$ cat src/rtl/muldiv_unit.sv
// muldiv_unit: iterative multiply / divide unit.
//   Multiply: radix-2 shift-add, full 2*WIDTH-bit product on {hi, lo}.
//   Divide:   restoring shift-subtract, quotient on lo, remainder on hi.
//   FSM: IDLE -> PREP -> CALC (WIDTH cycles) -> FIX -> DONE -> IDLE.
//   A divide by zero skips straight from PREP to DONE and raises div_zero.
// Build option: define MULDIV_SIGNED_EN to honour signed_op (two's
// complement operands). Without it every operation is unsigned and the
// sign logic is not built; latency is identical in both builds.
module muldiv_unit #(
    parameter int WIDTH = 32
) (
    input  logic             clk,
    input  logic             reset,
    input  logic             start,
    input  logic             op,
    input  logic             signed_op,
    input  logic [WIDTH-1:0] a,
    input  logic [WIDTH-1:0] b,
    output logic             busy,
    output logic             done,
    output logic             div_zero,
    output logic [WIDTH-1:0] hi,
    output logic [WIDTH-1:0] lo
);

    localparam int CW = $clog2(WIDTH + 1);
    localparam logic [CW-1:0] CNT_INIT = CW'(WIDTH);
    localparam logic [CW-1:0] CNT_ONE  = CW'(1);

    localparam logic [2:0] S_IDLE = 3'd0;
    localparam logic [2:0] S_PREP = 3'd1;
    localparam logic [2:0] S_CALC = 3'd2;
    localparam logic [2:0] S_FIX  = 3'd3;
    localparam logic [2:0] S_DONE = 3'd4;

    logic [2:0]       state_q, state_d;
    logic [CW-1:0]    cnt_q, cnt_d;
    logic             op_q, op_d;
    logic [WIDTH-1:0] a_q, a_d;
    logic [WIDTH-1:0] b_q, b_d;
    logic [WIDTH-1:0] acc_q, acc_d;   // product high half / partial remainder
    logic [WIDTH-1:0] qr_q, qr_d;     // multiplier bits / quotient bits
    logic [WIDTH-1:0] opb_q, opb_d;   // multiplicand / divisor magnitude
    logic [WIDTH-1:0] hi_q, hi_d;
    logic [WIDTH-1:0] lo_q, lo_d;
    logic             dz_q, dz_d;

    // Operand magnitudes presented to the iterative core in PREP.
    logic [WIDTH-1:0] mag_a, mag_b;

    // Sign-corrected results, consumed in FIX.
    logic [2*WIDTH-1:0] prod_raw, prod_fix;
    logic [WIDTH-1:0]   quo_fix, rem_fix;

    assign prod_raw = {acc_q, qr_q};

`ifdef MULDIV_SIGNED_EN
    logic sgn_q, sgn_d;
    logic neg_q, neg_d;     // product / quotient is negative
    logic rneg_q, rneg_d;   // remainder is negative (follows dividend)
    logic a_neg, b_neg;

    assign a_neg    = sgn_q & a_q[WIDTH-1];
    assign b_neg    = sgn_q & b_q[WIDTH-1];
    assign mag_a    = a_neg ? -a_q : a_q;
    assign mag_b    = b_neg ? -b_q : b_q;
    assign prod_fix = neg_q  ? -prod_raw : prod_raw;
    assign quo_fix  = neg_q  ? -qr_q     : qr_q;
    assign rem_fix  = rneg_q ? -acc_q    : acc_q;
`else
    logic unused_signed_op;

    assign unused_signed_op = signed_op;
    assign mag_a    = a_q;
    assign mag_b    = b_q;
    assign prod_fix = prod_raw;
    assign quo_fix  = qr_q;
    assign rem_fix  = acc_q;
`endif

    // One multiply iteration: conditionally add, then shift {acc, qr} right.
    logic [WIDTH:0]   mul_sum;
    assign mul_sum = {1'b0, acc_q} + {1'b0, (qr_q[0] ? opb_q : '0)};

    // One restoring divide iteration: shift in next dividend bit, trial subtract.
    logic [WIDTH:0]   div_shift, div_diff;
    assign div_shift = {acc_q, qr_q[WIDTH-1]};
    assign div_diff  = div_shift - {1'b0, opb_q};

    // Next-state and datapath update for every register in the unit.
    always_comb begin
        // NOTE: every _d gets its hold value first so no path leaves it unassigned (no latches).
        state_d = state_q;
        cnt_d   = cnt_q;
        op_d    = op_q;
        a_d     = a_q;
        b_d     = b_q;
        acc_d   = acc_q;
        qr_d    = qr_q;
        opb_d   = opb_q;
        hi_d    = hi_q;
        lo_d    = lo_q;
        dz_d    = dz_q;
`ifdef MULDIV_SIGNED_EN
        sgn_d   = sgn_q;
        neg_d   = neg_q;
        rneg_d  = rneg_q;
`endif

        case (state_q)
            S_IDLE: begin
                if (start) begin
                    a_d     = a;
                    b_d     = b;
                    op_d    = op;
                    dz_d    = 1'b0;
`ifdef MULDIV_SIGNED_EN
                    sgn_d   = signed_op;
`endif
                    state_d = S_PREP;
                end
            end

            S_PREP: begin
                if (op_q && (b_q == '0)) begin
                    // Divide by zero: flag it, leave hi/lo untouched.
                    dz_d    = 1'b1;
                    state_d = S_DONE;
                end else begin
                    acc_d   = '0;
                    qr_d    = mag_a;
                    opb_d   = mag_b;
                    cnt_d   = CNT_INIT;
`ifdef MULDIV_SIGNED_EN
                    neg_d   = a_neg ^ b_neg;
                    rneg_d  = a_neg;
`endif
                    state_d = S_CALC;
                end
            end

            S_CALC: begin
                if (op_q) begin
                    if (!div_diff[WIDTH]) begin
                        acc_d = div_diff[WIDTH-1:0];
                        qr_d  = {qr_q[WIDTH-2:0], 1'b1};
                    end else begin
                        acc_d = div_shift[WIDTH-1:0];
                        qr_d  = {qr_q[WIDTH-2:0], 1'b0};
                    end
                end else begin
                    acc_d = mul_sum[WIDTH:1];
                    qr_d  = {mul_sum[0], qr_q[WIDTH-1:1]};
                end
                cnt_d = cnt_q - CNT_ONE;
                if (cnt_q == CNT_ONE) begin
                    state_d = S_FIX;
                end
            end

            S_FIX: begin
                if (op_q) begin
                    hi_d = rem_fix;
                    lo_d = quo_fix;
                end else begin
                    hi_d = prod_fix[2*WIDTH-1:WIDTH];
                    lo_d = prod_fix[WIDTH-1:0];
                end
                state_d = S_DONE;
            end

            S_DONE: begin
                state_d = S_IDLE;
            end

            default: begin
                state_d = S_IDLE;
            end
        endcase
    end

    // State registers; reset clears control, operands and results alike.
    always_ff @(posedge clk or posedge reset) begin
        if (reset) begin
            state_q <= S_IDLE;
            cnt_q   <= '0;
            op_q    <= 1'b0;
            a_q     <= '0;
            b_q     <= '0;
            acc_q   <= '0;
            qr_q    <= '0;
            opb_q   <= '0;
            hi_q    <= '0;
            lo_q    <= '0;
            dz_q    <= 1'b0;
`ifdef MULDIV_SIGNED_EN
            sgn_q   <= 1'b0;
            neg_q   <= 1'b0;
            rneg_q  <= 1'b0;
`endif
        end else begin
            // NOTE: non-blocking updates so every register samples pre-edge values.
            state_q <= state_d;
            cnt_q   <= cnt_d;
            op_q    <= op_d;
            a_q     <= a_d;
            b_q     <= b_d;
            acc_q   <= acc_d;
            qr_q    <= qr_d;
            opb_q   <= opb_d;
            hi_q    <= hi_d;
            lo_q    <= lo_d;
            dz_q    <= dz_d;
`ifdef MULDIV_SIGNED_EN
            sgn_q   <= sgn_d;
            neg_q   <= neg_d;
            rneg_q  <= rneg_d;
`endif
        end
    end

    assign busy     = (state_q == S_PREP) || (state_q == S_CALC) || (state_q == S_FIX);
    assign done     = (state_q == S_DONE);
    assign div_zero = dz_q;
    assign hi       = hi_q;
    assign lo       = lo_q;

endmodule

$ cat config.mk
export PLATFORM = sky130hd
export DESIGN_NAME = muldiv_unit
export DESIGN_NICKNAME = d
export VERILOG_FILES = /design/src/rtl/muldiv_unit.sv
export SDC_FILE = /design/constraint.sdc
export NUM_CORES = 1
export LEC_CHECK = 0
export CAP_MARGIN = 10
export CORE_AREA = 5 5 219 221
export DETAILED_ROUTE_END_ITERATION = 7
export DIE_AREA = 0 0 224 226
export PLACE_DENSITY_LB_ADDON = 0.05
export REMOVE_ABC_BUFFERS = 1
export SLEW_MARGIN = 15
export SYNTH_ARGS = -nofsm -noshare
export SYNTH_HDL_FRONTEND = slang
export SYNTH_SLANG_ARGS = --single-unit
$ cat constraint.sdc
create_clock -name clk -period 17.8 [get_ports clk]
set_input_delay 5.34 -clock clk [delete_from_list [all_inputs] [get_ports clk]]
set_output_delay 5.34 -clock clk [all_outputs]
set_load 0.03 [all_outputs]
==> results.txt, run 1 <==
- Part of the total power dissipated in combinational logic: 55.7%
- The later pin in the worst-skew pair is clocked with a latency of 0.58 ns.
- STA puts the critical path data required time at 12.46 ns.
- In the final layout, the share of cells above drive strength 1 is 14.45%.
- H-Tree Depth: 1
* Final #Nets: 1622
- The worst register-to-register path ends at acc_q[30].
- Iteration-0 DRC Markers: 528
- Source of the worst register-to-register timing path: qr_q[0]
* Internal power component: 2025 uW
- Switching part of the total: 45.00%
- The area growth from synthesis to layout is 21.88%.
- In this run the worst path has a maximum fanout of 9.
- The multi-input combinational cells in the finished layout cover a total of 7241 sq um.
* Data arrival time of the critical path: 2.11 ns
- Largest family of logic cells by synthesized area: compound AO/OA/AOI/OAI gates
- Die width: 224 microns
* Setup tns final: 0 ns
* Core box area: 45960 sq um
- In this run the cell area measured after placement is 15530 sq um.
* Simple-gate share of the synthesized area: 13.48%
- The number of antenna violations at the first check in global routing is 4.
* Cell count of the worst hold path: 2
- In this run the core area contains 79 standard-cell rows.
- The worst setup path is of the flop to output port kind.
- In the layout the commonest cells are dfrtp_1 (234), nand2_1 (175), clkdlybuf4s50_1 (134).
- Hold is met by 0.4816 ns.
- TritonCTS created 30 clock buffers.
- The layout has 4702 filler cells.
* Max Cap Viol: 0
- Post-CTS Setup Inserts: 0
- Count of pins over their slew limit: 0
* Run status: finished, final reports clean
* DRT antenna net count: 0
- In this run the tightest slew margin relative to its limit is 29.23%.
* Number of vias after detailed routing: 10661
* Total leakage power: 0.007090 uW
- Setup violations remaining at the end of the flow were counted as 0.
- The finished cells cover 16550 sq um.
* Clock Root Buffer: clkbuf_16
- The smallest clock period supported by the final layout is computed as 7.448 ns.
- Summed over all layers, the routed wires come to 41030 microns.
* Number of remaining DRC errors: 0
* Most used flip-flop cell after synthesis: dfrtp_1
- The library cell used most frequently in the layout, excluding fill and tap cells, is dfrtp_1.
- In the synthesized netlist the async set-or-reset flop fraction comes to 100.0%.
- Buffers inserted to repair hold after CTS numbered 0.
- Number of flops mapped to enable cells by yosys: 0
- Synth Cell Area: 13580 sq um
* Power per Cell Area: 222.4 nW/um^2
- Clock transition time at the flip-flop clock pins of the worst setup and hold paths: 0.06 ns
- In the synthesized netlist, mux cells make up 12.08% of the area.
- Measured along the y axis, the die boundary spans 226 microns.
- VDD sags by at most 108.8 uV.
- A synthesized cell averages 9.864 sq um.
* Post-synthesis share of cell area spent on full adders, half adders and majority gates: 6.374%
- The share of the Yosys chip area taken by registers is 43.29%.
- Post-cts repair resize count: 0
* Leading cell types by total area after synthesis: dfrtp_1 (43%), mux2_2 (11%), ha_1 (6.1%), nand2_1 (4.9%), o21ai_0 (2.9%)
- The final hold violation count was 0.
- Critical Path End Type: output port
- Setup Slack @ Placement: 9.505 ns
- Counting along the longest clock path gives a buffer depth of 3.
- Dividing the detail-routed via count by the number of cells gives 5.036.
* Count of pins on the block boundary: 136
- Remaining global-route overflow: 0
- Cell count after synthesis: 1377
* Area of all sequential standard cells: 5882 sq um
* Synthesized-area fraction occupied by ao, oa, aoi and oai cells: 17.88%
- NetSw: 1657 uW
- Area share of the largest cell type after synthesis: 43.29%
- Number of port buffers: 134
* Cell depth of the worst flop-to-flop path: 12
- Sequential cells account for 27.4% of the total power.
- The wire-length estimate of the detail-placed layout is 28200 microns.
* Total track usage: 16.15%
- Setup slack closes at 10.35 ns.
- For this run, the detailed router's first-pass iteration total came to 5.
* Final routed wire length divided by cell count: 19.38 microns
- Of the total synthesized cell area, the portion taken by XOR and XNOR cells is 3.289%.
- Count of state elements after synthesis: 235
- End of the worst hold path: hi[30]
- Yosys top cell by area: dfrtp_1
* Area of the die: 50620 sq um
- Across all register-to-register paths, the minimum setup slack is 13.55 ns.
* Setup repair after global routing missed its margin: false
* Final weighted congestion of routability-driven global placement: 0.8161
* Global-route wire length before repair: 65430 microns
- Across the routed clock network, the largest skew measured is 0.01487 ns.
- Tracing the worst setup path back leads to its startpoint at state_q[1].
* TritonCTS clock tree: built
* Largest net degree at the start of global routing: 122
- Counting every sink on the clock net gives 235.
* Number of distinct library cell variants in the gate-level netlist after synthesis: 71
- Derived from the worst setup path, the maximum achievable clock frequency is 0.1343 GHz.
* Period utilisation layout: 41.84%
- In this run the most critical hold path is launched from hi[30].
- Slew at the pin with the worst max-slew slack: 1.059 ns
* Clock Power Share: 17.0%
- In this run the worst hold path is classified as flop to flop.
* Startpoint types: flop
- The via count of the first global-routing pass came to 11116.
- Synth warnings: 0
- Starting density of the core: 29.55%
[worst max-delay path, stage by stage, from the launching register on]
cell,delay (ns)
dfrtp_1,0.48
nor2_1,0.16
and2_1,0.15
clkdlybuf4s50_1,0.74
[layer usage]
metal  vias up  GRT usage (%)  part of all wire (%)  wire length (microns)
li1       5177              -                     -                      -
met1      5258          22.24                    47                  19430
met2       169          26.45                    46                  18990
met3        51          3.263                   4.0                   1650
met4         6          3.538                   2.3                    928
met5         -              0                 0.080                     33
[how the worst max path moves through the flow]
stage,slack [ns],to
finish,10.35,done
global route,9.89,hi[23]
CTS,10.16,hi[23]
detailed placement,9.51,hi[24]
global placement,9.51,hi[23]
floorplan,4.88,a_q[0]
[power groups by stage]
stage	clock network (uW)	registers, uW	logic (uW)
floorplan	0	1090	1360
global placement	0	1020	2050
detailed placement	0	1020	2060
CTS	649	1020	2070
global route	669	1050	2270
finish	624	1010	2050
[metrics by stage]
step / instances / power [uW] / util, %
4_1_cts: 2116 / 3740 / 36.01
3_3_place_gp: 2060 / 3076 / 33.79
2_1_floorplan: 1306 / 2447 / -
5_1_grt: 2116 / 3994 / 36.01
6_report: 2117 / 3682 / 36.02
3_5_place_dp: 2060 / 3085 / 33.79
[cell families after synthesis]
logic type      count (synthesis)
simple gates                  383
mux                           148
xor+xnor                       51
fa+ha+maj                      68
buf+inv                       125
compound gates                367
flops                         235
[cells in the mapped netlist, types with 6 or more instances]
| library cell | number |
|---|---|
| nand3_1 | 16 |
| ha_1 | 66 |
| a21o_1 | 21 |
| a31oi_1 | 45 |
| o21ai_0 | 79 |
| a21oi_1 | 72 |
| o21ai_1 | 18 |
| inv_1 | 54 |
| nor2_1 | 49 |
| nand2_1 | 176 |
| nor3_1 | 16 |
| clkbuf_1 | 54 |
| nand4_1 | 6 |
| xor2_1 | 24 |
| nor4_1 | 7 |
| buf_1 | 9 |
| o211ai_1 | 14 |
| a22oi_1 | 9 |
| nor2b_1 | 41 |
| mux2i_1 | 21 |
| and3_1 | 7 |
| mux2_2 | 127 |
| dfrtp_1 | 235 |
| o221ai_1 | 8 |
| a211oi_1 | 38 |
| nand2b_1 | 10 |
| xnor2_1 | 27 |
| and2_1 | 36 |
| o21a_1 | 7 |
[cell type report]
class	count	share of cell area, %
timing repair buffer	147	8.692
clock buffer	43	5.132
inverter	54	1.270
antenna	1	0.01512
sequential	235	35.53
clock inverter	13	1.035
tap	607	4.588
multi-input combinational	1017	43.74
[registers in the layout, summed over array words and instances, names as in the netlist]
| name | cells |
|---|---|
| a_q | 32 |
| hi | 32 |
| qr_q | 32 |
| state_q | 3 |
| acc_q | 32 |
| lo | 32 |
| opb_q | 32 |
| b_q | 32 |
| cnt_q | 6 |
| op_q | 1 |
| div_zero | 1 |
Power figures use the tool's default switching activity.
==> run 2, diff against run 1 <==
clock period = 6.8 ns   (was 17.8 ns; I/O delays follow)
==> run 2 against run 1 <==
  * Sequential power grew to 2.6 times the previous value
  * Setup slack lost 7.9 ns
  * Design area grew 0.25%
  * Sequential cell count is the same
  * Clock skew grew 0.0026 ns
  * Total power grew to 2.6 times the previous value
  * Utilization grew 0.090 points
  * Combinational power grew to 2.6 times the previous value
  * Critical endpoint is now acc_q[30]
  * Largest power group unchanged
==> results.txt, run 2 (synthesized netlist as in run 1, its figures left out) <==
- Detailed routing placed a total of 18700 microns of wire on met2.
* Buffers and inverters on the worst path: 0
- Vias per inst: 5.016
- In the global route stage, overall resource usage came out at 15.93%.
- Highest clock frequency the design can meet: 0.2294 GHz
- In this run the deepest clock path goes through 3 buffers.
- Net switching is 44.80% of the power.
- # rows: 79
- After detailed routing, the average wire length per cell comes to 19.26 microns.
* Part of the total power dissipated in sequential elements: 27.5%
* Post-cts repair resize count: 0
- Entering global routing, the biggest net connects 125 pins.
* Dominant cell type by count on the critical path: o211ai_1
* Required time worst endpoint: 7.25 ns
- Area of the die: 50620 sq um
* Worst hold-check path type: flop to flop
* Clock transition time at the flip-flop clock pins of the worst setup and hold paths: 0.06 ns
* Post-layout utilization of the core: 36.11%
* Critical Path End Type: flop
- Final setup vio count: 0
* Max incr delay on CP: 0.92 ns
- Data arrival time of the critical path: 4.81 ns
- Max Cap Viol: 0
- The worst pin sits at a relative slew slack of 25.20%.
* Pre-Repair DR Iteration Count: 5
- Post-CTS Setup Inserts: 0
- Setup Crit Path Kind: flop to flop
- Final #Nets: 1625
* Number of vias after detailed routing: 10613
* Total met3 wirelength after detailed routing: 1953 microns
* Chip Height: 226 microns
- Max layer used: met5
* Family with the most delay on the worst path: compound AO/OA/AOI/OAI gates
- Period utilisation layout: 64.10%
- After routing the design area is 16600 sq um.
- For this design the total switching power over the nets is 4340 uW.
- Internal power comes to 5347 uW.
- Die width: 224 microns
- For this configuration, the core starts out at a cell density of 29.55%.
* Final weighted congestion of routability-driven global placement: 0.8104
- The HPWL after detailed placement is 28830 microns.
- The region available for standard cell placement spans 45960 sq um.
- Global routing finished with a remaining overflow of 0.
- Max VDD drop: 223.1 uV
* Final number of hold-violating endpoints: 0
- Total leakage power: 0.007111 uW
* Commonest cells after routing, fill and taps aside: dfrtp_1 (234), nand2_1 (175), clkdlybuf4s50_1 (134)
- Setup repair after global routing left no endpoint under its margin.
- TritonCTS clock tree: built
- Clk sink count: 235
- Vias in the first global route: 11041
* Part of the total power dissipated in combinational logic: 55.3%
* Startpoint types: flop
- Clock Root Buffer: clkbuf_16
- Met1 wire length: 19200 microns
- Clock tree skew after final layout: 0.01750 ns
- The first global-routing pass estimated 64470 microns of wire.
- The run finished with clean final reports.
* Slowest stage cell, crit path: o31ai_1
* Count of pins on the block boundary: 136
- CTS built an H-tree with a depth of 1.
* Cell area after placement: 15560 sq um
* Slew at the pin with the worst max-slew slack: 1.120 ns
- Final total power: 9687 uW
- Series of cell instances along the critical path: and2_1 > ha_1 > o211ai_1 > o21ai_1 > o211ai_1 > a21oi_2 > o211ai_2 > o31ai_1 > a311oi_1 > xnor2_1 > a221o_1
* Iteration-0 DRC Markers: 492
- Most common cell after layout, fill and taps aside: dfrtp_1
* Clock Power Share: 17.2%
- The detail route stage leaves a number of antenna-violating nets equal to 0.
- For the worst-skew pair, the clock arrives at the later sink with an insertion delay of 0.57 ns.
* Number of port buffers: 134
- The number of slew-limit violations in the final report was 0.
* Power per Cell Area: 583.7 nW/um^2
- Buffers inserted to repair hold after CTS numbered 0.
- In the final timing run, aggregate negative setup slack is 0 ns.
- Cells with a size suffix above 1 make up 14.59% of the layout.
- The number of antenna violations at the first check in global routing is 4.
- Number of remaining DRC errors: 0
- The area growth from synthesis to layout is 22.18%.
- Routed WL: 40760 microns
* Number of CTS-inserted buffers: 31
- In this run the worst path has a maximum fanout of 22.
* Final Critical Period: 4.359 ns
==> run 2: cell types whose count changed in the layout (fill, tap and decap cells not counted), sizes merged <==
cell / delta
buf: +2
clkbuf: +1
clkinv: -4
==> run 2: worst paths after layout <==
path	cells after the start	endpoint	start	slack (ns)
setup / recovery	11	acc_q[30]	qr_q[0]	2.44
hold / removal	2	hi[30]	hi[30]	0.49
setup reg to reg	11	acc_q[30]	qr_q[0]	2.44
hold reg to reg	2	hi[30]	hi[30]	0.49
max in group asynchronous	3	op_q	reset	3.59
min in group asynchronous	2	qr_q[26]	reset	2.00
==> run 2: power by group through the flow <==
stage	registers (uW)	clock network, uW	logic [uW]
after floorplan	2860	0	3550
after global placement	2700	0	5370
after detailed placement	2700	0	5380
after CTS	2690	1720	5410
after global routing	2770	1780	5940
final	2670	1660	5360
==> run 2: per-layer routing <==
layer / global-route usage [%] / vias to the layer above
met2: 26.03 / 173
met3: 3.250 / 49
met1: 21.86 / 5187
li1: - / 5198
met4: 3.715 / 6
met5: 0 / -
==> run 2: area by class of cell <==
type                    instances  area (sq um)
clock buffers                  44         904.6
fillers                      4702         29370
well taps                     607         759.5
flip-flops and latches        235          5882
repair buffers                149          1466
inverters                      54         210.2
diodes                          1         2.502
multi-input cells            1017          7241
clock inverters                 9         130.1
==> run 2: per-stage QoR <==
stage / hold slack (ns) / setup slack, ns / std cells
after global routing: 0.5131 / 2.281 / 2115
after floorplan: 0.4579 / -2.820 / 1306
after detailed placement: 0.4801 / 2.534 / 2062
final: 0.4882 / 2.441 / 2116
after CTS: 0.4934 / 2.518 / 2115
after global placement: 0.4762 / 2.585 / 2062
==> run 2: tightest hold or removal path, stage by stage (launching register included) <==
cell and delay, ns:
dfrtp_1 0.34, nand2_1 0.05, o21ai_0 0.06
